**src/rtl/adc_spi_frontend.sv**
```systemverilog
// rtl/adc_spi_frontend.sv - SPI mode-1 reader for an RDATAC ADC: 24-bit status plus eight 24-bit channels per frame
module adc_spi_frontend #(
    parameter int CLK_DIV = 4,
    parameter int CS_GAP  = 2
) (
    input  logic        clk,
    input  logic        rst,
    input  logic        adc_drdy_n,
    input  logic        spi_miso,
    output logic        spi_sclk,
    output logic        spi_cs_n,
    output logic        spi_mosi,
    output logic [23:0] raw_adc_in,
    output logic [2:0]  adc_channel_sel,
    output logic        adc_data_ready,
    output logic [23:0] status_word,
    output logic        status_err,
    output logic        overrun,
    output logic        busy
);

    localparam logic [1:0] S_IDLE     = 2'd0;
    localparam logic [1:0] S_CS_SETUP = 2'd1;
    localparam logic [1:0] S_SHIFT    = 2'd2;
    localparam logic [1:0] S_CS_HOLD  = 2'd3;

    localparam logic [7:0] LAST_BIT   = 8'd215;
    localparam logic [7:0] DIV_LAST   = 8'(CLK_DIV - 1);
    localparam logic [7:0] GAP_LAST   = 8'(CS_GAP - 1);

    logic [1:0]  state;
    logic        drdy_s1;
    logic        drdy_s2;
    logic        drdy_s3;
    logic [1:0]  sync_fill;
    logic        armed;
    logic [7:0]  gap_cnt;
    logic [7:0]  div_cnt;
    logic [7:0]  bit_cnt;
    logic [4:0]  word_bit;
    logic [3:0]  word_idx;
    logic [22:0] shift_reg;
    logic        frame_ok;
    logic        err_pend;

    logic        frame_start;
    logic [23:0] captured;
    logic [3:0]  ch_idx;

    // Edges only count once the synchronizer holds real samples that were seen high,
    // so a DRDY already low when reset releases cannot masquerade as a falling edge.
    assign frame_start = armed && drdy_s3 && !drdy_s2;
    assign captured    = {shift_reg, spi_miso};
    assign ch_idx      = word_idx - 4'd1;
    assign spi_mosi    = 1'b0;
    assign busy        = (state != S_IDLE);

    always_ff @(posedge clk) begin
        if (rst) begin
            state           <= S_IDLE;
            drdy_s1         <= 1'b1;
            drdy_s2         <= 1'b1;
            drdy_s3         <= 1'b1;
            sync_fill       <= 2'b00;
            armed           <= 1'b0;
            gap_cnt         <= 8'd0;
            div_cnt         <= 8'd0;
            bit_cnt         <= 8'd0;
            word_bit        <= 5'd0;
            word_idx        <= 4'd0;
            shift_reg       <= 23'd0;
            frame_ok        <= 1'b0;
            err_pend        <= 1'b0;
            spi_sclk        <= 1'b0;
            spi_cs_n        <= 1'b1;
            raw_adc_in      <= 24'd0;
            adc_channel_sel <= 3'd0;
            adc_data_ready  <= 1'b0;
            status_word     <= 24'd0;
            status_err      <= 1'b0;
            overrun         <= 1'b0;
        end else begin
            drdy_s1        <= adc_drdy_n;
            drdy_s2        <= drdy_s1;
            drdy_s3        <= drdy_s2;
            sync_fill      <= {sync_fill[0], 1'b1};
            if (sync_fill[1] && drdy_s2)
                armed <= 1'b1;

            adc_data_ready <= 1'b0;
            status_err     <= err_pend;
            err_pend       <= 1'b0;

            if (frame_start && state != S_IDLE)
                overrun <= 1'b1;

            case (state)
                S_IDLE: begin
                    if (frame_start) begin
                        state    <= S_CS_SETUP;
                        spi_cs_n <= 1'b0;
                        gap_cnt  <= 8'd0;
                        div_cnt  <= 8'd0;
                        bit_cnt  <= 8'd0;
                        word_bit <= 5'd0;
                        word_idx <= 4'd0;
                        frame_ok <= 1'b0;
                    end
                end
                S_CS_SETUP: begin
                    if (gap_cnt == GAP_LAST) begin
                        state   <= S_SHIFT;
                        div_cnt <= 8'd0;
                    end else begin
                        gap_cnt <= gap_cnt + 8'd1;
                    end
                end
                S_SHIFT: begin
                    if (div_cnt == DIV_LAST) begin
                        div_cnt  <= 8'd0;
                        spi_sclk <= !spi_sclk;
                        // Falling SCLK edge: the ADC launched this bit on the preceding rise.
                        if (spi_sclk) begin
                            shift_reg <= captured[22:0];
                            bit_cnt   <= bit_cnt + 8'd1;
                            if (word_bit == 5'd23) begin
                                word_bit <= 5'd0;
                                word_idx <= word_idx + 4'd1;
                                if (word_idx == 4'd0) begin
                                    status_word <= captured;
                                    frame_ok    <= (captured[23:20] == 4'b1100);
                                    err_pend    <= (captured[23:20] != 4'b1100);
                                end else if (frame_ok) begin
                                    raw_adc_in      <= captured;
                                    adc_channel_sel <= ch_idx[2:0];
                                    adc_data_ready  <= 1'b1;
                                end
                            end else begin
                                word_bit <= word_bit + 5'd1;
                            end
                            if (bit_cnt == LAST_BIT) begin
                                state   <= S_CS_HOLD;
                                gap_cnt <= 8'd0;
                            end
                        end
                    end else begin
                        div_cnt <= div_cnt + 8'd1;
                    end
                end
                default: begin
                    if (gap_cnt == GAP_LAST) begin
                        state    <= S_IDLE;
                        spi_cs_n <= 1'b1;
                    end else begin
                        gap_cnt <= gap_cnt + 8'd1;
                    end
                end
            endcase
        end
    end

endmodule
```
**config.mk**
```make
export PLATFORM = sky130hd
export DESIGN_NAME = adc_spi_frontend
export DESIGN_NICKNAME = d
export VERILOG_FILES = /design/src/rtl/adc_spi_frontend.sv
export SDC_FILE = /design/constraint.sdc
export NUM_CORES = 1
export LEC_CHECK = 0
export ABC_AREA = 1
export ABC_CLOCK_PERIOD_IN_PS = 2400
export BUFFER_PORTS_ARGS = -buffer_cell sky130_fd_sc_hd__buf_2
export CORE_ASPECT_RATIO = 0.75
export CORE_MARGIN = 4
export CORE_UTILIZATION = 45
export CTS_CLUSTER_SIZE = 14
export DETAILED_ROUTE_END_ITERATION = 16
export GPL_ROUTABILITY_DRIVEN = 0
export PLACE_DENSITY_LB_ADDON = 0.1
export RECOVER_POWER = 50
export SYNTH_ARGS = -nofsm -noshare
export SYNTH_HDL_FRONTEND = slang
export SYNTH_SLANG_ARGS = --single-unit
```
**constraint.sdc**
```tcl
create_clock -name clk -period 2.4 [get_ports clk]
set_clock_uncertainty 0.05 [all_clocks]
set_input_delay 0.48 -clock clk [delete_from_list [all_inputs] [get_ports clk]]
set_output_delay 0.48 -clock clk [all_outputs]
set_load 0.02 [all_outputs]
```
==> results.json <==
{
  "status": "finished, final reports clean",
  "diodes": 0,
  "yosysTopAreaCellShare": 0.4504,
  "finalNetCount": 776,
  "hold_viol": 0,
  "p_int_w": 0.004004,
  "root_buffer": "clkbuf_16",
  "yosysSeqAreaShare": 0.4504,
  "drt_iter0_markers": 381,
  "io_buffers": 60,
  "die_area_um2": 13890,
  "grt_usage": 0.2014,
  "drive_gt1_frac": 0.1025,
  "critPathCaptureType": "flop",
  "finalCritPeriodShare": 0.9020,
  "max_freq_ghz": 0.4620,
  "cp_data_required_time_ns": 2.60,
  "htree_levels": 4,
  "cts-buffers-inserted": 17,
  "io_pins": 62,
  "pwr_density_cell_nw_per_um2": 862.3,
  "areaGrowthSynthToFinish_pct": 16.77,
  "antenna_found_initial": 0,
  "synth-seq-cells": 122,
  "grt_pass1_vias": 4534,
  "start_kind": "flop",
  "post_cts_resized": 0,
  "finalSetupTns_ns": 0,
  "combPwrFrac": 0.125,
  "synth.distinct_cells": 32,
  "cts_hold_buf": 0,
  "grt_pass1_wl_um": 22340,
  "syn_area_per_cell_um2": 7.659,
  "synth.area.top_cells": "dfxtp_1 45%, nand2_1 10%, a21oi_1 8.6%",
  "yosys_warnings": 0,
  "sw_frac_of_total": 0.2667,
  "synthesis.area_um2": 5423,
  "setup_viol": 0,
  "synth_area_leader_cell": "dfxtp_1",
  "drtAntennaViolNets": 0,
  "slew_headroom": 0.4032,
  "period_needed_ns": 2.165,
  "power_leakage_nw": 2.322,
  "grt_use_met3": 0.05415,
  "drt_pass1_iterations": 4,
  "p_sw_w": 0.001456,
  "rows": 34,
  "final_cells": 933,
  "grt_use_met1": 0.2901,
  "wl_um": 13570,
  "hold_path.class": "in2reg",
  "clk_pin_slew_ns": 0.05,
  "clockBufferDepth": 2,
  "synth_cells": 708,
  "core_area_um2": 11700,
  "dp_hpwl_um": 9036,
  "cts_tree": "done",
  "rsz0062_at_grt": "false",
  "p_total_w": 0.005460,
  "maxCapViolations": 0,
  "pwr-share-clk": 0.488,
  "routedWlPerCell_um": 14.55,
  "routed-via-count": 4893,
  "place_ws_ns": 0.2517,
  "place_inst": 903,
  "cpPeakStageDelay_ns": 0.51,
  "utilization": 0.5413,
  "busiest_layer": "met2",
  "worst_pin_slew_ns": 0.8952,
  "gr-total-overflow": 0,
  "die_x_um": 134.8,
  "critPathArrivalTime_ns": 2.37,
  "clock_sinks": 122,
  "drcViolationCount": 0,
  "seqPwrFrac": 0.387,
  "clkLatencyLatePin_ns": 0.41,
  "cts_setup_buffers": 0,
  "grt_max_degree": 83,
  "irDropWorstVdd_mv": 0.5092,
  "met2_usage": 0.2943,
  "path_max_fanout": 29,
  "synthesis.nets": 724,
  "crit_chain": "inv_1 -> ha_1 -> buf_4 -> nand3_2 -> nand2_1 -> a21oi_1",
  "routed_via_density": 5.244,
  "dieHeight_um": 103.1,
  "cpMaxStageDelayCell": "nand3_2",
  "initial_core_util": 0.4635,
  "report.final.slew_viol_count": 0,
  "critical_path_class": "reg2reg",
  "worst_slack_ns": 0.2353
}
## worst max-delay path, delay by kind of cell (launching register included)
kind,cells,cell delay (ns)
DFF,1,0.33
adders and majority gates,1,0.32
and+or+nand+nor,2,0.72
AOI/OAI and AO/OA,1,0.08
buffers and inverters,2,0.50
## cells in the final DEF (no fill, tap or decap), types with 2 or more instances in the layout
master	count
a21oi_1	93
nand3_2	3
inv_2	10
dfxtp_1	122
o21ai_1	3
nor2_8	2
nor3b_1	4
xor2_1	7
nor2_4	6
xnor2_1	2
o21ai_0	35
nand2_1	147
bufinv_16	4
clkbuf_1	58
clkinvlp_4	4
clkinv_2	3
inv_1	44
nor2_1	79
nand4_1	59
clkbuf_16	17
or2_2	4
nand3_4	3
ha_1	12
buf_4	10
nand3_1	21
nand2_2	4
buf_2	3
o21bai_1	2
## final cells by class
cell class                      count  area (um^2)
Clock buffer                       18        439.2
Clock inverter                     12        173.9
Fill cell                        1124         5366
Inverter                           54        202.7
Multi-Input combinational cell    493         2544
Sequential cell                   122         2442
Tap cell                          162        202.7
Timing Repair Buffer               72        327.8
## per-stage QoR
| stage | hold slack (ns) | instance area, um^2 |
|---|---|---|
| 2_1_floorplan | 0.3383 | 5423 |
| 3_3_place_gp | 0.3480 | 5804 |
| 3_5_place_dp | 0.3493 | 5804 |
| 4_1_cts | 0.1967 | 6417 |
| 5_1_grt | 0.2020 | 6332 |
| 6_report | 0.2102 | 6332 |
## synth_stat cells (all sizes together)
library cell	n
nand2	151
dfxtp	122
a21oi	94
nor2	87
nand4	59
inv	54
o21ai	39
nand3	27
buf	23
clkbuf	16
ha	12
xor2	7
nor3b	4
or2	4
nor3	2
o21bai	2
xnor2	2
a21o	1
conb	1
nand3b	1
## kinds of logic after synthesis
family | after synthesis | synth area share
xor+xnor | 9 | 0.01454
fa+ha+maj | 12 | 0.02769
compound gates | 136 | 0.1297
flops | 122 | 0.4504
simple gates | 335 | 0.2983
other cells | 1 | 0.0006915
buf+inv | 93 | 0.07868
## final timing paths
kind,cells after the start,start,to,slack [ns]
setup / recovery,6,state[0]$_SDFFE_PP0P_,status_word[14]$_SDFFE_PP0P_,0.24
hold / removal,2,adc_drdy_n,drdy_s1$_SDFF_PP1_,0.21
setup reg to reg,6,state[0]$_SDFFE_PP0P_,status_word[14]$_SDFFE_PP0P_,0.24
hold reg to reg,2,err_pend$_SDFF_PP0_,status_err$_SDFF_PP0_,0.35
## routing by layer
layer  wire length (um)  vias to the layer above
li1                   -                     2464
met4                109                        0
met2               5795                      137
met5                  0                        -
met3                864                       11
met1               6802                     2281
## power by group through the flow
| stage | registers (W) | clock network, W | logic [W] |
|---|---|---|---|
| 6_report | 0.00211 | 0.00266 | 0.000683 |
| 5_1_grt | 0.00212 | 0.00280 | 0.000768 |
| 4_1_cts | 0.00211 | 0.00270 | 0.000693 |
| 3_5_place_dp | 0.00215 | 0 | 0.000687 |
| 3_3_place_gp | 0.00215 | 0 | 0.000670 |
| 2_1_floorplan | 0.00215 | 0 | 0.000535 |
(Power assumes the default switching activity.)
